`src/rtl/matvec_mac_sequencer_if.sv`:
```
// Matrix/vector memory read bus plus result stream for matvec_mac_sequencer.
//
// master (sequencer side):
//   rd_en      out  read strobe to both memories
//   a_rd_addr  out  row-major matrix address
//   x_rd_addr  out  vector address
//   a_rd_data  in   matrix data, valid RD_LATENCY cycles after rd_en
//   x_rd_data  in   vector data, valid RD_LATENCY cycles after rd_en
//   y_data     out  row result
//   y_index    out  row number of y_data
//   y_valid    out  result valid
//   y_ready    in   consumer accepts the result
// slave is the mirror image (memories + result consumer).
interface matvec_mac_sequencer_if #(
  parameter int DATA_WIDTH = 16,
  parameter int ACC_WIDTH  = 40,
  parameter int MAX_ROWS   = 64,
  parameter int MAX_COLS   = 64
);
  localparam int ROW_W = $clog2(MAX_ROWS + 1);
  localparam int A_AW  = $clog2(MAX_ROWS * MAX_COLS);
  localparam int X_AW  = $clog2(MAX_COLS);

  logic                  rd_en;
  logic [A_AW-1:0]       a_rd_addr;
  logic [X_AW-1:0]       x_rd_addr;
  logic [DATA_WIDTH-1:0] a_rd_data;
  logic [DATA_WIDTH-1:0] x_rd_data;
  logic [ACC_WIDTH-1:0]  y_data;
  logic [ROW_W-1:0]      y_index;
  logic                  y_valid;
  logic                  y_ready;

  modport master (
    output rd_en, a_rd_addr, x_rd_addr,
    input  a_rd_data, x_rd_data,
    output y_data, y_index, y_valid,
    input  y_ready
  );

  modport slave (
    input  rd_en, a_rd_addr, x_rd_addr,
    output a_rd_data, x_rd_data,
    input  y_data, y_index, y_valid,
    output y_ready
  );
endinterface

```
`src/rtl/matvec_mac_sequencer.sv`:
```
// Matrix-vector multiply sequencer: y[i] = sum_k A[i][k] * x[k].
// Walks a runtime num_rows x num_cols row-major matrix held in an external
// RAM, multiplies against an external vector RAM, accumulates signed
// products and hands out one result per row over a valid/ready handshake.
//
// Ports:
//   clk       in   clock
//   reset_n   in   asynchronous active-low reset
//   start     in   one-cycle start request, sampled only while idle
//   num_rows  in   row count, latched on accepted start
//   num_cols  in   column count, latched on accepted start
//   busy      out  high whenever the FSM is not idle
//   done      out  one-cycle completion pulse
//   bus       matvec_mac_sequencer_if.master (memory reads + result stream)
//
// Build option: define MATVEC_MAC_SATURATE_EN to saturate every accumulate
// to the signed ACC_WIDTH range; otherwise the accumulator wraps.
module matvec_mac_sequencer #(
  parameter int DATA_WIDTH = 16,
  parameter int ACC_WIDTH  = 40,
  parameter int MAX_ROWS   = 64,
  parameter int MAX_COLS   = 64,
  parameter int RD_LATENCY = 2
) (
  input  logic                            clk,
  input  logic                            reset_n,
  input  logic                            start,
  input  logic [$clog2(MAX_ROWS+1)-1:0]   num_rows,
  input  logic [$clog2(MAX_COLS+1)-1:0]   num_cols,
  output logic                            busy,
  output logic                            done,
  matvec_mac_sequencer_if.master          bus
);
  localparam int ROW_W = $clog2(MAX_ROWS + 1);
  localparam int COL_W = $clog2(MAX_COLS + 1);
  localparam int A_AW  = $clog2(MAX_ROWS * MAX_COLS);
  localparam int X_AW  = $clog2(MAX_COLS);
  localparam int DRN_W = $clog2(RD_LATENCY + 2);

  typedef enum logic [4:0] {
    S_IDLE   = 5'b00001,
    S_ISSUE  = 5'b00010,
    S_DRAIN  = 5'b00100,
    S_OUTPUT = 5'b01000,
    S_DONE   = 5'b10000
  } state_t;

  state_t state_q, state_d;

  logic [ROW_W-1:0] rows_q, rows_d;
  logic [COL_W-1:0] cols_q, cols_d;
  logic [ROW_W-1:0] i_q, i_d;
  logic [COL_W-1:0] k_q, k_d;
  logic [A_AW-1:0]  a_cnt_q, a_cnt_d;
  logic [DRN_W-1:0] drn_q, drn_d;

  logic                 rd_en_q, rd_en_d;
  logic                 first_q, first_d;
  logic [A_AW-1:0]      a_rd_addr_q, a_rd_addr_d;
  logic [X_AW-1:0]      x_rd_addr_q, x_rd_addr_d;
  logic [ACC_WIDTH-1:0] y_data_q, y_data_d;
  logic [ROW_W-1:0]     y_index_q, y_index_d;
  logic                 y_valid_q, y_valid_d;
  logic                 busy_q, busy_d;
  logic                 done_q, done_d;

  logic [RD_LATENCY-1:0] vld_pipe_q, vld_pipe_d;
  logic [RD_LATENCY-1:0] first_pipe_q, first_pipe_d;

  logic signed [ACC_WIDTH-1:0]    acc_q, acc_d;
  logic signed [2*DATA_WIDTH-1:0] prod;
  logic signed [ACC_WIDTH-1:0]    prod_ext;
  logic signed [ACC_WIDTH-1:0]    sum;

`ifdef MATVEC_MAC_SATURATE_EN
  localparam logic signed [ACC_WIDTH-1:0] ACC_MAX = {1'b0, {(ACC_WIDTH-1){1'b1}}};
  localparam logic signed [ACC_WIDTH-1:0] ACC_MIN = {1'b1, {(ACC_WIDTH-1){1'b0}}};
  logic signed [ACC_WIDTH:0] sum_ext;
`endif

  // Read-valid delay line and accumulator. The "first" tag rides alongside
  // the valid so the first product of a row overwrites the accumulator.
  always_comb begin
    vld_pipe_d      = '0;
    first_pipe_d    = '0;
    vld_pipe_d[0]   = rd_en_q;
    first_pipe_d[0] = first_q;
    for (int unsigned s = 1; s < RD_LATENCY; s++) begin
      vld_pipe_d[s]   = vld_pipe_q[s-1];
      first_pipe_d[s] = first_pipe_q[s-1];
    end

    prod     = $signed(bus.a_rd_data) * $signed(bus.x_rd_data);
    prod_ext = ACC_WIDTH'(prod);

`ifdef MATVEC_MAC_SATURATE_EN
    sum_ext = {acc_q[ACC_WIDTH-1], acc_q} + {prod_ext[ACC_WIDTH-1], prod_ext};
    if (sum_ext[ACC_WIDTH] != sum_ext[ACC_WIDTH-1]) begin
      sum = sum_ext[ACC_WIDTH] ? ACC_MIN : ACC_MAX;
    end else begin
      sum = sum_ext[ACC_WIDTH-1:0];
    end
`else
    sum = acc_q + prod_ext;
`endif

    acc_d = acc_q;
    if (vld_pipe_q[RD_LATENCY-1]) begin
      acc_d = first_pipe_q[RD_LATENCY-1] ? prod_ext : sum;
    end
  end

  // Control. Read strobe and addresses are registered from the ISSUE state,
  // so they trail the FSM by one cycle; DRAIN therefore lasts RD_LATENCY+1
  // cycles so that y_valid rises RD_LATENCY+1 cycles after the last rd_en.
  always_comb begin
    state_d     = state_q;
    rows_d      = rows_q;
    cols_d      = cols_q;
    i_d         = i_q;
    k_d         = k_q;
    a_cnt_d     = a_cnt_q;
    drn_d       = drn_q;
    rd_en_d     = 1'b0;
    first_d     = 1'b0;
    a_rd_addr_d = a_rd_addr_q;
    x_rd_addr_d = x_rd_addr_q;
    y_data_d    = y_data_q;
    y_index_d   = y_index_q;

    case (state_q)
      S_IDLE: begin
        if (start) begin
          if ((num_rows != '0) && (num_cols != '0)) begin
            rows_d      = num_rows;
            cols_d      = num_cols;
            i_d         = '0;
            k_d         = '0;
            a_cnt_d     = '0;
            a_rd_addr_d = '0;
            state_d     = S_ISSUE;
          end else begin
            state_d = S_DONE;
          end
        end
      end
      S_ISSUE: begin
        rd_en_d     = 1'b1;
        first_d     = (k_q == '0);
        a_rd_addr_d = a_cnt_q;
        x_rd_addr_d = k_q[X_AW-1:0];
        a_cnt_d     = a_cnt_q + A_AW'(1);
        if (k_q == cols_q - COL_W'(1)) begin
          k_d     = '0;
          drn_d   = '0;
          state_d = S_DRAIN;
        end else begin
          k_d = k_q + COL_W'(1);
        end
      end
      S_DRAIN: begin
        if (drn_q == DRN_W'(RD_LATENCY)) begin
          state_d   = S_OUTPUT;
          y_data_d  = acc_d;
          y_index_d = i_q;
        end else begin
          drn_d = drn_q + DRN_W'(1);
        end
      end
      S_OUTPUT: begin
        if (bus.y_ready) begin
          if (i_q == rows_q - ROW_W'(1)) begin
            state_d = S_DONE;
          end else begin
            i_d     = i_q + ROW_W'(1);
            state_d = S_ISSUE;
          end
        end
      end
      S_DONE: begin
        state_d = S_IDLE;
      end
      default: begin
        state_d = S_IDLE;
      end
    endcase

    y_valid_d = (state_d == S_OUTPUT);
    busy_d    = (state_d != S_IDLE);
    done_d    = (state_d == S_DONE);
  end

  always_ff @(posedge clk or negedge reset_n) begin
    if (!reset_n) begin
      state_q      <= S_IDLE;
      rows_q       <= '0;
      cols_q       <= '0;
      i_q          <= '0;
      k_q          <= '0;
      a_cnt_q      <= '0;
      drn_q        <= '0;
      rd_en_q      <= 1'b0;
      first_q      <= 1'b0;
      a_rd_addr_q  <= '0;
      x_rd_addr_q  <= '0;
      y_data_q     <= '0;
      y_index_q    <= '0;
      y_valid_q    <= 1'b0;
      busy_q       <= 1'b0;
      done_q       <= 1'b0;
      vld_pipe_q   <= '0;
      first_pipe_q <= '0;
      acc_q        <= '0;
    end else begin
      state_q      <= state_d;
      rows_q       <= rows_d;
      cols_q       <= cols_d;
      i_q          <= i_d;
      k_q          <= k_d;
      a_cnt_q      <= a_cnt_d;
      drn_q        <= drn_d;
      rd_en_q      <= rd_en_d;
      first_q      <= first_d;
      a_rd_addr_q  <= a_rd_addr_d;
      x_rd_addr_q  <= x_rd_addr_d;
      y_data_q     <= y_data_d;
      y_index_q    <= y_index_d;
      y_valid_q    <= y_valid_d;
      busy_q       <= busy_d;
      done_q       <= done_d;
      vld_pipe_q   <= vld_pipe_d;
      first_pipe_q <= first_pipe_d;
      acc_q        <= acc_d;
    end
  end

  assign busy          = busy_q;
  assign done          = done_q;
  assign bus.rd_en     = rd_en_q;
  assign bus.a_rd_addr = a_rd_addr_q;
  assign bus.x_rd_addr = x_rd_addr_q;
  assign bus.y_data    = y_data_q;
  assign bus.y_index   = y_index_q;
  assign bus.y_valid   = y_valid_q;
endmodule

```
`src/flat_wrapper.sv`:
```
// flat-port wrapper written by rule: the top's interface ports become plain ports
module matvec_mac_sequencer_flat 
#(
  parameter int DATA_WIDTH = 16,
  parameter int ACC_WIDTH  = 40,
  parameter int MAX_ROWS   = 64,
  parameter int MAX_COLS   = 64,
  parameter int RD_LATENCY = 2
)
  (clk, reset_n, start, num_rows, num_cols, busy, done, bus_rd_en, bus_a_rd_addr, bus_x_rd_addr, bus_a_rd_data, bus_x_rd_data, bus_y_data, bus_y_index, bus_y_valid, bus_y_ready);
  matvec_mac_sequencer_if #(.DATA_WIDTH(DATA_WIDTH), .ACC_WIDTH(ACC_WIDTH), .MAX_ROWS(MAX_ROWS), .MAX_COLS(MAX_COLS)) bus_i ();
  input  logic clk;
  input  logic reset_n;
  input  logic start;
  input  logic [$clog2(MAX_ROWS+1)-1:0] num_rows;
  input  logic [$clog2(MAX_COLS+1)-1:0] num_cols;
  output logic busy;
  output logic done;
  output wire logic [$bits(bus_i.rd_en)-1:0] bus_rd_en;
  output wire logic [$bits(bus_i.a_rd_addr)-1:0] bus_a_rd_addr;
  output wire logic [$bits(bus_i.x_rd_addr)-1:0] bus_x_rd_addr;
  input wire logic [$bits(bus_i.a_rd_data)-1:0] bus_a_rd_data;
  input wire logic [$bits(bus_i.x_rd_data)-1:0] bus_x_rd_data;
  output wire logic [$bits(bus_i.y_data)-1:0] bus_y_data;
  output wire logic [$bits(bus_i.y_index)-1:0] bus_y_index;
  output wire logic [$bits(bus_i.y_valid)-1:0] bus_y_valid;
  input wire logic [$bits(bus_i.y_ready)-1:0] bus_y_ready;
  assign bus_rd_en = bus_i.rd_en;
  assign bus_a_rd_addr = bus_i.a_rd_addr;
  assign bus_x_rd_addr = bus_i.x_rd_addr;
  assign bus_i.a_rd_data = bus_a_rd_data;
  assign bus_i.x_rd_data = bus_x_rd_data;
  assign bus_y_data = bus_i.y_data;
  assign bus_y_index = bus_i.y_index;
  assign bus_y_valid = bus_i.y_valid;
  assign bus_i.y_ready = bus_y_ready;
  matvec_mac_sequencer #(.DATA_WIDTH(DATA_WIDTH), .ACC_WIDTH(ACC_WIDTH), .MAX_ROWS(MAX_ROWS), .MAX_COLS(MAX_COLS), .RD_LATENCY(RD_LATENCY)) u_core (.clk(clk), .reset_n(reset_n), .start(start), .num_rows(num_rows), .num_cols(num_cols), .busy(busy), .done(done), .bus(bus_i));
endmodule
```
`config.mk`:
```
export PLATFORM = sky130hd
export DESIGN_NAME = matvec_mac_sequencer_flat
export DESIGN_NICKNAME = d
export VERILOG_FILES = /design/src/rtl/matvec_mac_sequencer_if.sv /design/src/rtl/matvec_mac_sequencer.sv /design/src/flat_wrapper.sv
export SDC_FILE = /design/constraint.sdc
export NUM_CORES = 1
export LEC_CHECK = 0
export CORE_ASPECT_RATIO = 0.75
export CORE_UTILIZATION = 36
export DETAILED_ROUTE_END_ITERATION = 8
export PLACE_DENSITY = 0.54
export SLEW_MARGIN = 20
export SYNTH_ARGS = -nofsm -noshare
export SYNTH_HDL_FRONTEND = slang
export SYNTH_SLANG_ARGS = --single-unit
```
`constraint.sdc`:
```
create_clock -name clk -period 3.17 [get_ports clk]
set_clock_uncertainty 0.05 [all_clocks]
set_input_delay 0.4755 -clock clk [delete_from_list [all_inputs] [get_ports clk]]
set_output_delay 0.4755 -clock clk [all_outputs]
set_load 0.02 [all_outputs]
```
==> results by group, run 1 <==
Status
  • Outcome: complete, but fails checks
  • Failing checks: negative hold slack, negative setup slack

Logic synthesis
  • Syn Std Cell Area: 19200 sq um
  • Mapped Nets: ~2500
  • Synthesized-area fraction occupied by adder cells: 0.360
  • Area leader, netlist: fa_1
  • Area share of the largest cell type after synthesis: 0.274
  • Compound-Gate Fraction of Synth Area: 0.115
  • Xor/xnor share of the synthesized area: 0.0424
  • Synth cell types: 80
  • Ys flop type: dfrtp_1
  • Combinational family with the most area after synthesis: adder cells
  • Synth Area in Simple Gates: 0.170
  • YS warnings: 0
  • Post-synth EDFFs: 0
  • Sequential cell area fraction in the yosys report: 0.210
  • Synthesized instance count: 2098
  • Mean Syn Cell Area: ~9.2 sq um
  • Asr flop ratio synth: 1.00
  • Top cells by area, synth: fa_1, dfrtp_1, ha_1
  • Post-synthesis mux area share: 0.0261
  • Register bit total from synthesis: 161

Drt
  • Remaining DRCs: 0
  • Drt first pass iters: 5
  • Via count: 16600
  • Post-DRT Antenna Nets: 0
  • Final wirelength: about 56000 um
  • DR WL/cell: 16.8 um
  • DR iter-0 viols: a little over 900
  • Vias per cell: 4.97

Setup path
  • RR Endpoint: u_core.bus.y_data[27]
  • CP Max Fanout: 5
  • Worst setup EP type: flip-flop
  • Crit path largest cell delay: 0.57 ns
  • CP most frequent cell: fa_1
  • Reg-to-reg slack, setup: approximately 0.03 ns
  • Req. time, crit path: 3.45 ns
  • Crit path arrival time: 7.99 ns
  • WS Path Type: primary input to flip-flop
  • Setup crit end: u_core.bus.y_data[29]
  • R2R Path Start: u_core.acc_q[11]
  • Crit path from: bus_x_rd_data[10]
  • Critical path's slowest cell: fa_1
  • Worst Reg2Reg Path Length in Cells: 10
  • CP startpoint kind: primary input

Layout
  • Most frequent cells in the layout: buf_4, inv_1, nand2_1
  • Reg area: about 4000 sq um
  • Fillers: 4650
  • Multi-input gate area: 15900 sq um
  • Final instance area: 27700 sq um
  • Commonest non-fill, non-tap cell in the layout: buf_4
  • Fraction of layout cells with a size suffix above 1: 0.351
  • Area Growth Syn to Fin: 44.4%
  • Layout Cells excl Fill: 3330
  • N_diodes: 0
  • Nets: 3059

Die
  • DIE AREA: 54300 sq um
  • Initial Utilization: 0.368
  • Die width: 269 um
  • Core area: about 52000 sq um
  • Ports: 119
  • Die Height: 202 um
  • Rows: 72

STA
  • Unrepaired setup endpoints after global routing: true
  • Highest Clock Rate: 0.130 GHz
  • Minimum clock period: 7.71 ns
  • Worst Max-Slew Pin Slew: 0.789 ns
  • Final WS setup: -4.54 ns
  • Final slew viol count: 0
  • Fin Setup TNS: -261.86 ns
  • Final Hold Viols: 13
  • Final Cycle Share: 2.43
  • Hold WS: -0.0426 ns
  • Worst slew margin: 0.474
  • Final setup viols: 73

CTS
  • Clock Latency Late Sink: approximately 0.45 ns
  • TritonCTS clock tree: built
  • Clock sink count: approximately 160
  • Maximum root-to-sink buffer count: 2
  • Inserted Clock Buffers: 17
  • # H-tree levels: 4
  • Clock transition at path regs: 0.08 ns
  • Root Driver: clkbuf_16

Placement
  • Final RePlAce weighted congestion: 0.883
  • Detailed Place HPWL: 42500 um
  • Placed cell count: 3184
  • Placed Area: about 24000 sq um
  • PortBufs: 118

Global routing
  • Vias in the first global route: 17800
  • GRT overflow: 0
  • First-pass GRT wire length: between 90000 and 100000 um
  • Largest net degree at the start of global routing: 73
  • Initial antenna violation count: 0
  • Tot GR Track Use: 0.213

Run
  • Max-Cap Viols: 0

Hold path
  • Hold crit path type: primary input to async pin
layer usage:
layer  share of wire  vias up  GRT usage
met4           0.010        0     0.0343
li1                -     7832          -
met2            0.48      277      0.348
met3           0.038       43     0.0341
met1            0.48     8412      0.301
met5               0        -          0
state kept, by name, indices dropped and copies added, names as in the netlist:
signal	flops
u_core.bus.y_index	7
u_core.first_pipe_q	2
u_core.state_q	5
u_core.rows_q	7
u_core.done	1
u_core.drn_q	2
u_core.k_q	7
u_core.bus.rd_en	1
u_core.bus.y_data	40
u_core.a_cnt_q	12
u_core.busy	1
u_core.bus.a_rd_addr	12
u_core.acc_q	40
u_core.i_q	7
u_core.bus.x_rd_addr	6
u_core.cols_q	7
u_core.bus.y_valid	1
u_core.first_q	1
u_core.vld_pipe_q	2
critical path, delay by kind of cell:
kind | cells | cell delay (ns)
adders and majority gates | 8 | 3.33
AOI/OAI and AO/OA | 9 | 1.84
and+or+nand+nor | 6 | 0.94
buffers and inverters | 7 | 0.81
xor gates and xnor gates | 1 | 0.32
muxes | 1 | 0.26
cell usage after synthesis, types with 36 or more instances:
cell,n
mux2_2,36
inv_1,311
and2_1,127
ha_1,132
xnor2_1,51
a21oi_1,73
fa_1,263
nand2_1,286
nor2_1,121
xor2_1,42
clkbuf_1,64
dfrtp_1,160
o21ai_0,80
cells by family (layout without fill, tap and decap cells):
group           after synthesis  count (layout)
simple gates                686             686
fa+ha+maj                   395             395
buf+inv                     388             917
compound gates              330             330
flops                       161             161
xor+xnor                     93              93
mux                          45              45
worst min-delay path by stage:
stage	startpoint	end	slack, ns
floorplan	reset_n	u_core.a_cnt_q[0]	0.13
CTS	reset_n	u_core.bus.y_data[18]	0.02
global placement	u_core.first_q	u_core.first_pipe_q[0]	0.28
finish	reset_n	u_core.bus.y_data[1]	-0.04
global route	reset_n	u_core.bus.y_data[15]	0.04
detailed placement	u_core.first_pipe_q[0]	u_core.first_pipe_q[1]	0.29
stage by stage:
stage                util  setup slack, ns
finish              0.532            -4.54
global route        0.532            -4.81
CTS                 0.506            -4.54
detailed placement  0.467            -5.66
global placement    0.467            -5.55
floorplan               -            -4.48
what timing repair did:
action                     CTS  global route
buffers inserted            66            48
cloned                       7             2
hold buffers                 0             0
pin swaps                  137           149
setup endpoints to repair   75            74
gates resized for setup    278           276
area by class of cell:
type / instances / area share
flip-flops and latches: 161 / 0.145
clock inverters: 14 / 0.00659
repair buffers: 574 / 0.186
multi-input cells: 1549 / 0.572
inverters: 311 / 0.0426
clock buffers: 18 / 0.0158
well taps: 703 / 0.0317
Power of run 1 is left out: the tool's default activity adds up to more than one toggle a clock period on the data nets, which glitch-free logic cannot reach.
==> run 2, diff against run 1 <==
Settings changed: CTS_CLUSTER_DIAMETER set to 120.
==> results of run 2 <==
No change in the layout: final DEF, timing and power equal those of run 1.
Power of run 2 is left out for the same reason.
==> run 3, diff against run 2 <==
Settings changed: CTS_BUF_LIST set to sky130_fd_sc_hd__clkbuf_4 sky130_fd_sc_hd__clkbuf_8 sky130_fd_sc_hd__clkbuf_16, REMOVE_ABC_BUFFERS set to 1, SKIP_CTS_REPAIR_TIMING set to 1.
==> results by group, run 3 (synthesized netlist as in run 1, its figures left out) <==
Status
  • Outcome: complete, but fails checks (unchanged)
  • Failing checks: negative hold slack, negative setup slack (unchanged)

Layout
  • Fillers: 4821 (was 4650)
  • Nets: 2988 (was 3059)
  • Commonest non-fill, non-tap cell in the layout: buf_4 (unchanged)
  • N_diodes: 0 (unchanged)
  • Final instance area: 26400 sq um (was 27700 sq um)
  • Most frequent cells in the layout: buf_4, inv_1, nand2_1 (unchanged)
  • Fraction of layout cells with a size suffix above 1: 0.278 (was 0.351)
  • Area Growth Syn to Fin: 37.2% (was 44.4%)

Placement
  • PortBufs: 118 (unchanged)
  • Final RePlAce weighted congestion: 0.885 (was 0.883)
  • Detailed Place HPWL: 41500 um (was 42500 um)
  • Placed Area: 23600 sq um (was 24400 sq um)

CTS
  • Clock Latency Late Sink: 0.46 ns (was 0.45 ns)
  • TritonCTS clock tree: built (unchanged)
  • # H-tree levels: 4 (unchanged)
  • Root Driver: clkbuf_16 (unchanged)
  • Maximum root-to-sink buffer count: 2 (unchanged)
  • Inserted Clock Buffers: 17 (unchanged)
  • Clock transition at path regs: 0.07 ns (was 0.08 ns)
  • Clock sink count: 161 (unchanged)

Drt
  • Final wirelength: 53900 um (was 56100 um)
  • DR iter-0 viols: 1036 (was 933)
  • Vias per cell: 4.97 (about the same)
  • Remaining DRCs: 0 (unchanged)
  • Via count: 16200 (was 16600)
  • Post-DRT Antenna Nets: 0 (unchanged)
  • Drt first pass iters: 5 (unchanged)
  • DR WL/cell: 16.5 um (was 16.8 um)

Setup path
  • Crit path arrival time: 8.15 ns (was 7.99 ns)
  • Crit path largest cell delay: 0.59 ns (was 0.57 ns)
  • CP startpoint kind: primary input (unchanged)
  • Critical path's slowest cell: fa_1 (unchanged)
  • CP Max Fanout: 4 (was 5)
  • Worst Reg2Reg Path Length in Cells: 12 (was 10)
  • WS Path Type: primary input to flip-flop (unchanged)
  • Req. time, crit path: 3.46 ns (was 3.45 ns)
  • Reg-to-reg slack, setup: -0.08 ns (was 0.03 ns)
  • Worst setup EP type: flip-flop (unchanged)

Die
  • Core area: 52200 sq um (unchanged)
  • Die Height: 202 um (unchanged)
  • Rows: 72 (unchanged)
  • Ports: 119 (unchanged)
  • Initial Utilization: 0.368 (unchanged)
  • Die width: 269 um (unchanged)
  • DIE AREA: 54300 sq um (unchanged)

STA
  • Minimum clock period: 7.86 ns (was 7.71 ns)
  • Final Hold Viols: 13 (unchanged)
  • Unrepaired setup endpoints after global routing: true (unchanged)
  • Hold WS: -0.0193 ns (was -0.0426 ns)
  • Final WS setup: -4.69 ns (was -4.54 ns)
  • Highest Clock Rate: 0.127 GHz (was 0.130 GHz)
  • Final slew viol count: 0 (unchanged)
  • Worst slew margin: 0.508 (was 0.474)
  • Worst Max-Slew Pin Slew: 0.738 ns (was 0.789 ns)
  • Final setup viols: 73 (unchanged)
  • Final Cycle Share: 2.48 (was 2.43)

Global routing
  • Largest net degree at the start of global routing: 71 (was 73)
  • Initial antenna violation count: 0 (unchanged)
  • Tot GR Track Use: 0.193 (was 0.213)
  • GRT overflow: 0 (unchanged)
  • Vias in the first global route: 16100 (was 17800)
  • First-pass GRT wire length: 84000 um (was 91700 um)

Hold path
  • Hold crit path type: primary input to async pin (unchanged)

Run
  • Max-Cap Viols: 0 (unchanged)
run 3: cell types whose count changed in the layout (fill, tap and decap cells not counted), sizes merged:
cell / before / now
buf: 474 / 383
dlymetal6s2s: 2 / 15
clkbuf: 26 / 38
bufbuf: 2 / 0
bufinv: 1 / 3
clkdlybuf4s15: 1 / 0
clkdlybuf4s50: 86 / 85
clkinv: 5 / 4
clkinvlp: 1 / 0
dlygate4sd2: 1 / 0
run 3: final timing paths:
| kind | start | to |
|---|---|---|
| setup / recovery | bus_a_rd_data[5] | u_core.bus.y_data[29] |
| hold / removal | reset_n | u_core.bus.a_rd_addr[2] |
| setup reg to reg | u_core.acc_q[0] | u_core.bus.y_data[24] |
| hold reg to reg | u_core.first_q | u_core.first_pipe_q[0] |
| max in group asynchronous | reset_n | u_core.state_q[0] |
| min in group clk | u_core.first_q | u_core.first_pipe_q[0] |
run 3: metrics by stage:
stage,hold WS (ns),worst slack [ns],utilization,instances,setup TNS (ns)
after floorplan,0.130,-4.80,-,2021,-253.33
after global placement,0.287,-5.69,0.453,3176,-340.84
after detailed placement,0.286,-5.78,0.453,3176,-345.52
after CTS,-0.00598,-5.32,0.465,3208,-310.80
after global routing,0.0157,-4.91,0.505,3259,-284.66
final,-0.0193,-4.69,0.505,3259,-268.54
run 3: critical path, delay by kind of cell:
kind | cells | cell delay [ns]
buffers and inverters | 7 | 0.67
XOR/XNOR | 1 | 0.18
AO/OA/AOI/OAI | 8 | 2.11
AND/OR/NAND/NOR | 5 | 0.76
multiplexers | 1 | 0.25
adder cells (fa/ha/maj) | 8 | 3.66
run 3: area by class of cell:
class,instances,area (sq um),area share
repair buffers,503,4550,0.173
clock buffers,18,433,0.0164
clock inverters,14,195,0.00741
well taps,703,880,0.0334
multi-input cells,1549,15100,0.573
flip-flops and latches,161,4030,0.153
inverters,311,1170,0.0445
run 3: per-layer routing:
layer	track usage	routed length, um
met3	0.0301	2460
met5	0	0
met2	0.293	24700
met4	0.0290	646
met1	0.293	26100
Power of run 3 is left out for the same reason.
